==> src/rtl/srambank_pkg.sv <==
// Shared widths and request types for the srambank_128x4x80 controller.
// Latency: n/a (types and constants only).
// Backpressure: n/a.
package srambank_pkg;

    localparam int ADDR_W     = 9;
    localparam int DATA_W     = 80;
    localparam int SRAM_WORDS = 512;

    typedef logic [ADDR_W-1:0] addr_t;
    typedef logic [DATA_W-1:0] data_t;

    typedef struct packed {
        logic  write;
        addr_t addr;
        data_t wdata;
    } req_t;

endpackage

==> src/rtl/srambank_rsp_fifo.sv <==
// Circular response FIFO; head entry drives the output directly from a register.
// Latency: push visible at head the cycle after the push edge.
// Backpressure: caller must never push when full without a same-cycle pop (asserted).
module srambank_rsp_fifo #(
    parameter int DEPTH = 2,
    parameter int WIDTH = 80
) (
    input  logic                         clk,
    input  logic                         rst_n,
    input  logic                         push,
    input  logic [WIDTH-1:0]             push_dat,
    input  logic                         pop,
    output logic [$clog2(DEPTH+1)-1:0]   count,
    output logic                         head_vld,
    output logic [WIDTH-1:0]             head_dat
);
    localparam int PTR_W = (DEPTH > 1) ? $clog2(DEPTH) : 1;
    localparam int CNT_W = $clog2(DEPTH + 1);

    logic [WIDTH-1:0] mem_q [DEPTH];
    logic [WIDTH-1:0] mem_d [DEPTH];
    logic [PTR_W-1:0] wr_ptr_q, wr_ptr_d;
    logic [PTR_W-1:0] rd_ptr_q, rd_ptr_d;
    logic [CNT_W-1:0] cnt_q, cnt_d;

    function automatic logic [PTR_W-1:0] ptr_inc(input logic [PTR_W-1:0] p);
        return (p == PTR_W'(DEPTH - 1)) ? '0 : p + 1'b1;
    endfunction

    always_comb begin
        mem_d    = mem_q;
        wr_ptr_d = wr_ptr_q;
        rd_ptr_d = rd_ptr_q;
        cnt_d    = cnt_q;
        if (push) begin
            mem_d[wr_ptr_q] = push_dat;
            wr_ptr_d        = ptr_inc(wr_ptr_q);
        end
        if (pop) begin
            rd_ptr_d = ptr_inc(rd_ptr_q);
        end
        case ({push, pop})
            2'b10:   cnt_d = cnt_q + 1'b1;
            2'b01:   cnt_d = cnt_q - 1'b1;
            default: cnt_d = cnt_q;
        endcase
    end

    always_ff @(posedge clk or negedge rst_n) begin
        if (!rst_n) begin
            for (int i = 0; i < DEPTH; i++) begin
                mem_q[i] <= '0;
            end
            wr_ptr_q <= '0;
            rd_ptr_q <= '0;
            cnt_q    <= '0;
        end else begin
            mem_q    <= mem_d;
            wr_ptr_q <= wr_ptr_d;
            rd_ptr_q <= rd_ptr_d;
            cnt_q    <= cnt_d;
        end
    end

    assign count    = cnt_q;
    assign head_vld = (cnt_q != '0);
    assign head_dat = mem_q[rd_ptr_q];

    no_overflow: assert property (@(posedge clk) disable iff (!rst_n)
        !(push && !pop && cnt_q == CNT_W'(DEPTH)));

endmodule

==> src/rtl/srambank_ctrl_128x4x80.sv <==
// Request-to-bank controller for srambank_128x4x80; optional power-up zero fill under SRAM_CTRL_INIT_EN.
// Latency: bank strobes in the accept cycle; read data at rsp 2 cycles after read accept.
// Backpressure: req_ready drops once pending reads plus buffered responses reach RSP_DEPTH.
module srambank_ctrl_128x4x80 #(
    parameter int ADDR_W    = srambank_pkg::ADDR_W,
    parameter int DATA_W    = srambank_pkg::DATA_W,
    parameter int RSP_DEPTH = 2
) (
    input  logic              clk,
    input  logic              rst_n,
    input  logic              req_valid,
    output logic              req_ready,
    input  logic              req_write,
    input  logic [ADDR_W-1:0] req_addr,
    input  logic [DATA_W-1:0] req_wdata,
    output logic              rsp_valid,
    input  logic              rsp_ready,
    output logic [DATA_W-1:0] rsp_rdata,
    output logic [ADDR_W-1:0] sram_address,
    output logic [DATA_W-1:0] sram_wd,
    output logic              sram_banksel,
    output logic              sram_read,
    output logic              sram_write,
`ifdef SRAM_CTRL_INIT_EN
    output logic              init_done,
`endif
    input  logic [DATA_W-1:0] sram_dataout
);
    import srambank_pkg::*;

    localparam int CNT_W = $clog2(RSP_DEPTH + 1);

    req_t             req;
    logic             accept;
    logic             pop;
    logic             init_busy;
    logic             rd_pending_q, rd_pending_d;
    logic [CNT_W-1:0] fifo_count;
    logic [CNT_W:0]   inflight;

    assign req = '{write: req_write, addr: req_addr, wdata: req_wdata};

`ifdef SRAM_CTRL_INIT_EN
    // MSB of the counter set means every word has been written.
    logic [ADDR_W:0] init_cnt_q, init_cnt_d;

    assign init_busy  = !init_cnt_q[ADDR_W];
    assign init_done  = init_cnt_q[ADDR_W];
    assign init_cnt_d = init_busy ? init_cnt_q + 1'b1 : init_cnt_q;

    always_ff @(posedge clk or negedge rst_n) begin
        if (!rst_n) begin
            init_cnt_q <= '0;
        end else begin
            init_cnt_q <= init_cnt_d;
        end
    end
`else
    assign init_busy = 1'b0;
`endif

    // A same-cycle pop frees a slot immediately, so reads stream at full rate.
    assign pop       = rsp_valid & rsp_ready;
    assign inflight  = (CNT_W+1)'(rd_pending_q) + (CNT_W+1)'(fifo_count) - (CNT_W+1)'(pop);
    assign req_ready = rst_n & !init_busy & (inflight < (CNT_W+1)'(RSP_DEPTH));
    assign accept    = req_valid & req_ready;

    assign rd_pending_d = accept & !req.write;

    always_comb begin
        sram_banksel = accept;
        sram_write   = accept & req.write;
        sram_read    = accept & !req.write;
        sram_address = req.addr;
        sram_wd      = req.wdata;
`ifdef SRAM_CTRL_INIT_EN
        if (init_busy && rst_n) begin
            sram_banksel = 1'b1;
            sram_write   = 1'b1;
            sram_read    = 1'b0;
            sram_address = init_cnt_q[ADDR_W-1:0];
            sram_wd      = '0;
        end
`endif
    end

    always_ff @(posedge clk or negedge rst_n) begin
        if (!rst_n) begin
            rd_pending_q <= 1'b0;
        end else begin
            rd_pending_q <= rd_pending_d;
        end
    end

    // The bank holds dataout across writes, so capture is safe the cycle after a read.
    srambank_rsp_fifo #(
        .DEPTH (RSP_DEPTH),
        .WIDTH (DATA_W)
    ) u_rsp_fifo (
        .clk      (clk),
        .rst_n    (rst_n),
        .push     (rd_pending_q),
        .push_dat (sram_dataout),
        .pop      (pop),
        .count    (fifo_count),
        .head_vld (rsp_valid),
        .head_dat (rsp_rdata)
    );

endmodule

==> config.mk <==
export PLATFORM = sky130hd
export DESIGN_NAME = srambank_ctrl_128x4x80
export DESIGN_NICKNAME = d
export VERILOG_FILES = /design/src/rtl/srambank_pkg.sv /design/src/rtl/srambank_rsp_fifo.sv /design/src/rtl/srambank_ctrl_128x4x80.sv
export SDC_FILE = /design/constraint.sdc
export NUM_CORES = 1
export LEC_CHECK = 0
export BUFFER_PORTS_ARGS = -buffer_cell sky130_fd_sc_hd__buf_4
export CORE_MARGIN = 2
export CORE_UTILIZATION = 40
export CTS_BUF_LIST = sky130_fd_sc_hd__clkbuf_16
export CTS_CLUSTER_DIAMETER = 120
export DETAILED_ROUTE_END_ITERATION = 16
export PLACE_DENSITY = 0.69
export SETUP_SLACK_MARGIN = 0.3
export SYNTH_ARGS = -nofsm -noshare
export SYNTH_HDL_FRONTEND = slang
export SYNTH_SLANG_ARGS = --single-unit
export TNS_END_PERCENT = 20
==> constraint.sdc <==
create_clock -name clk -period 2.3 [get_ports clk]
set_clock_uncertainty 0.2 [all_clocks]
set_input_delay 0.345 -clock clk [delete_from_list [all_inputs] [get_ports clk]]
set_output_delay 0.345 -clock clk [all_outputs]
set_load 0.01 [all_outputs]
==> flow_summary_export.csv <==
group,metric,value,unit
outcome,status,"finished with violations",
outcome,violations,"negative setup slack",
worst_hold_path,min_path_type,"primary input to register",
clock_tree,clk_path_buf_depth,2,
job,maxCapViolCount,0,
floorplanning,start_util,40.9,%
global_route,grt_use_total,17.5,%
setup_path,cp_top_family,"simple AND/OR/NAND/NOR gates",
sta,relSlewSlack,51.5,%
clock_tree,clock_latency,0.41,ns
place,gp_congestion,0.789,
setup_path,crit_arrival,2.19,ns
layout,insertedDiodeCount,0,
sta,rsz0062_at_grt,"yes",
pwr,ir_drop,0.810,mV
floorplanning,dieArea,21900,sq um
global_route,antenna_found_initial,0,
sta,min_period_over_period,119,%
clock_tree,cts_root_buffer,"clkbuf_16",
setup_path,slowest_delay,0.38,ns
routing,ant_nets,0,
layout,fill_cells,1614,
sta,min_period,2.73,ns
layout,layout.cells.non_filler,1003,
logic_synthesis,yosys_warnings,0,
sta,fmax,366,MHz
layout,seq_area,4130,sq um
sta,report.final.slew_viol_count,0,
logic_synthesis,synthCells,544,
setup_path,path_cells,"nand2_2, mux2i_2, nand2_1, fa_2, xnor2_1, and3_4, and3b_2, buf_6",
global_route,grt_max_degree,109,
global_route,grt_pass1_vias,5590,
pwr,power.density,1450,nW/um^2
logic_synthesis,synth_commonest_cells,"165 x dfrtp_1, 160 x mux2_2, 89 x buf_4",
routing,routedWlPerCell,19.0,microns
logic_synthesis,synth_area_per_cell,15.3,sq um
sta,whs,0.0330,ns
global_route,grt_pass1_wl,30.2,mm
place,place_ws,-0.188,ns
logic_synthesis,syn-cell-area,8310,sq um
sta,worst_pin_slew,0.727,ns
logic_synthesis,synth-seq-cells,165,
logic_synthesis,syn_nets,719,
setup_path,critPathSlowestCell,"dfrtp_2",
routing,vias_per_cell,4.92,
sta,hold_viol_final,0,
clock_tree,clock_sink_count,165,
place,placement.io_buffers,169,
setup_path,path_buf_inv,1,
routing,drcViolationCount,0,
floorplanning,core-area,20300,sq um
worst_hold_path,min_path_cells,3,
logic_synthesis,synth_top_area_share,49.7,%
setup_path,worst_setup_path_start_kind,"register",
setup_path,r2r-end,"rd_pending_q",
setup_path,crit_type,"register to primary output",
setup_path,critPathRequiredTime,1.75,ns
setup_path,end_kind,"primary output",
sta,setup_ws,-0.432,ns
logic_synthesis,ys_types,25,
worst_hold_path,min-delay-start,"rsp_ready",
floorplanning,dieHeight,148,microns
setup_path,reg2reg_slack,0.24,ns
floorplanning,ios,348,
logic_synthesis,synthArstFlopShare,100,%
clock_tree,cts_tree,"built",
place,dpl.hpwl,11.1,mm
place,dpl.cell_count,879,
sta,setup_viol,37,
routing,drtIter0Drc,117,
global_route,grt_overflow_total,0,
logic_synthesis,synth_top_area_cell,"dfrtp_1",
routing,drt-total-wl,19.0,mm
logic_synthesis,yosysSeqAreaShare,49.7,%
clock_tree,clk_pin_slew,0.06,ns
floorplanning,die_width,148,microns
pwr,p_leak,5.27,nW
setup_path,rr_startpoint,"u_rsp_fifo.count[1]",
routing,vias,4933,
layout,final_layout_size_suffix_gt1_share,64.1,%
logic_synthesis,synth.most_common_cell,"dfrtp_1",
logic_synthesis,synth_flop_cell,"dfrtp_1",
layout,multi_input_area,3450,sq um
worst_hold_path,holdPathEnd,"u_rsp_fifo.rd_ptr_q",
clock_tree,numCtsBuffers,17,
setup_path,rr_worst_depth,8,
setup_path,critPathMaxFanout,4,
clock_tree,htreeDepth,4,
floorplanning,rows,52,
routing,first_pass_iters,4,
logic_synthesis,synth-edff-count,0,
logic_synthesis,ys_top_cells_by_area,"dfrtp_1 50%, mux2_2 22%, mux2_4 14%",
layout,final_nets,897,
layout,syn_to_final_growth,35.6,%
==> metal layers <==
metal	track usage [%]	routed length, microns	up-vias
met1	21.1	7750	2553
met3	5.37	1060	83
li1	-	-	2150
met5	0	0	-
met4	7.05	646	0
met2	29.4	9580	147
==> power breakdown <==
group | leakage (nW) | switching, mW | internal, mW
logic | 3.05 | 2.81 | 5.62
clock network | 0.272 | 1.14 | 1.57
registers | 1.95 | 0.893 | 4.36
total | 5.27 | 4.84 | 11.5
==> state kept, by name, indices dropped and copies added, names as in the netlist <==
| signal | flops |
|---|---|
| rd_pending_q | 1 |
| u_rsp_fifo.wr_ptr_q | 1 |
| u_rsp_fifo.count | 2 |
| u_rsp_fifo.mem_q | 160 |
| u_rsp_fifo.rd_ptr_q | 1 |
==> cells in the final DEF (no fill, tap or decap), types with 4 or more instances in the layout <==
master,instances
dfrtp_1,163
mux2_4,150
buf_4,104
mux2_2,90
dlygate4sd3_1,81
buf_6,76
clkbuf_16,17
buf_16,8
buf_12,6
inv_1,5
clkinvlp_4,4
==> cell type report <==
cell class,count,area share (%)
Tap cell,270,3.00
Clock buffer,17,3.78
Sequential cell,165,36.7
Clock inverter,13,1.10
Inverter,1,0.0333
Timing Repair Buffer,275,24.7
Multi-Input combinational cell,262,30.6
==> worst reg2reg max path, delay by kind of cell, from the launching register on <==
family	cells	cell delay, ns
XOR/XNOR	1	0.13
AND/OR/NAND/NOR	4	0.57
multiplexers	1	0.20
flip-flops	1	0.38
adder cells (fa/ha/maj)	1	0.35
buffers and inverters	1	0.13
==> per-stage QoR <==
stage          total power [mW]  util, %  TNS (ns)  area, sq um
3_3_place_gp               11.2     44.9   -0.0648         9110
3_5_place_dp               11.5     44.9    -0.420         9110
6_report                   16.4     55.5     -2.00        11300
4_1_cts                    16.0     54.6     -5.28        11100
2_1_floorplan              9.06        -         0         8320
5_1_grt                    17.2     55.5     -4.92        11300
==> kinds of logic (layout without fill, tap and decap cells) <==
family,after synthesis,after routing,share of synthesized area (%)
mux,241,241,36.3
flops,165,165,49.7
buf+inv,117,306,12.2
simple gates,14,14,1.07
xor+xnor,4,4,0.422
compound gates,2,2,0.121
fa+ha+maj,1,1,0.241
==> worst max path at each step <==
stage	slack, ns	depth (start not counted)	end	from
final	-0.43	8	sram_read	u_rsp_fifo.count[1]
after floorplan	0.08	6	sram_read	u_rsp_fifo.count[1]
after CTS	-0.45	7	sram_read	u_rsp_fifo.count[1]
after global routing	-0.53	8	sram_read	u_rsp_fifo.count[1]
after detailed placement	-0.19	8	sram_read	rsp_ready
after global placement	-0.05	8	sram_read	rsp_ready
==> what timing repair did <==
item | in CTS | in global routing
gates cloned | 6 | 0
setup buffers | 4 | 3
hold buffers | 81 | 0
setup endpoints to repair | 86 | 85
gates resized for setup | 112 | 44
endpoints found under the hold margin | 325 | 0
pin swaps | 2 | 0
Power figures use the tool's default switching activity.
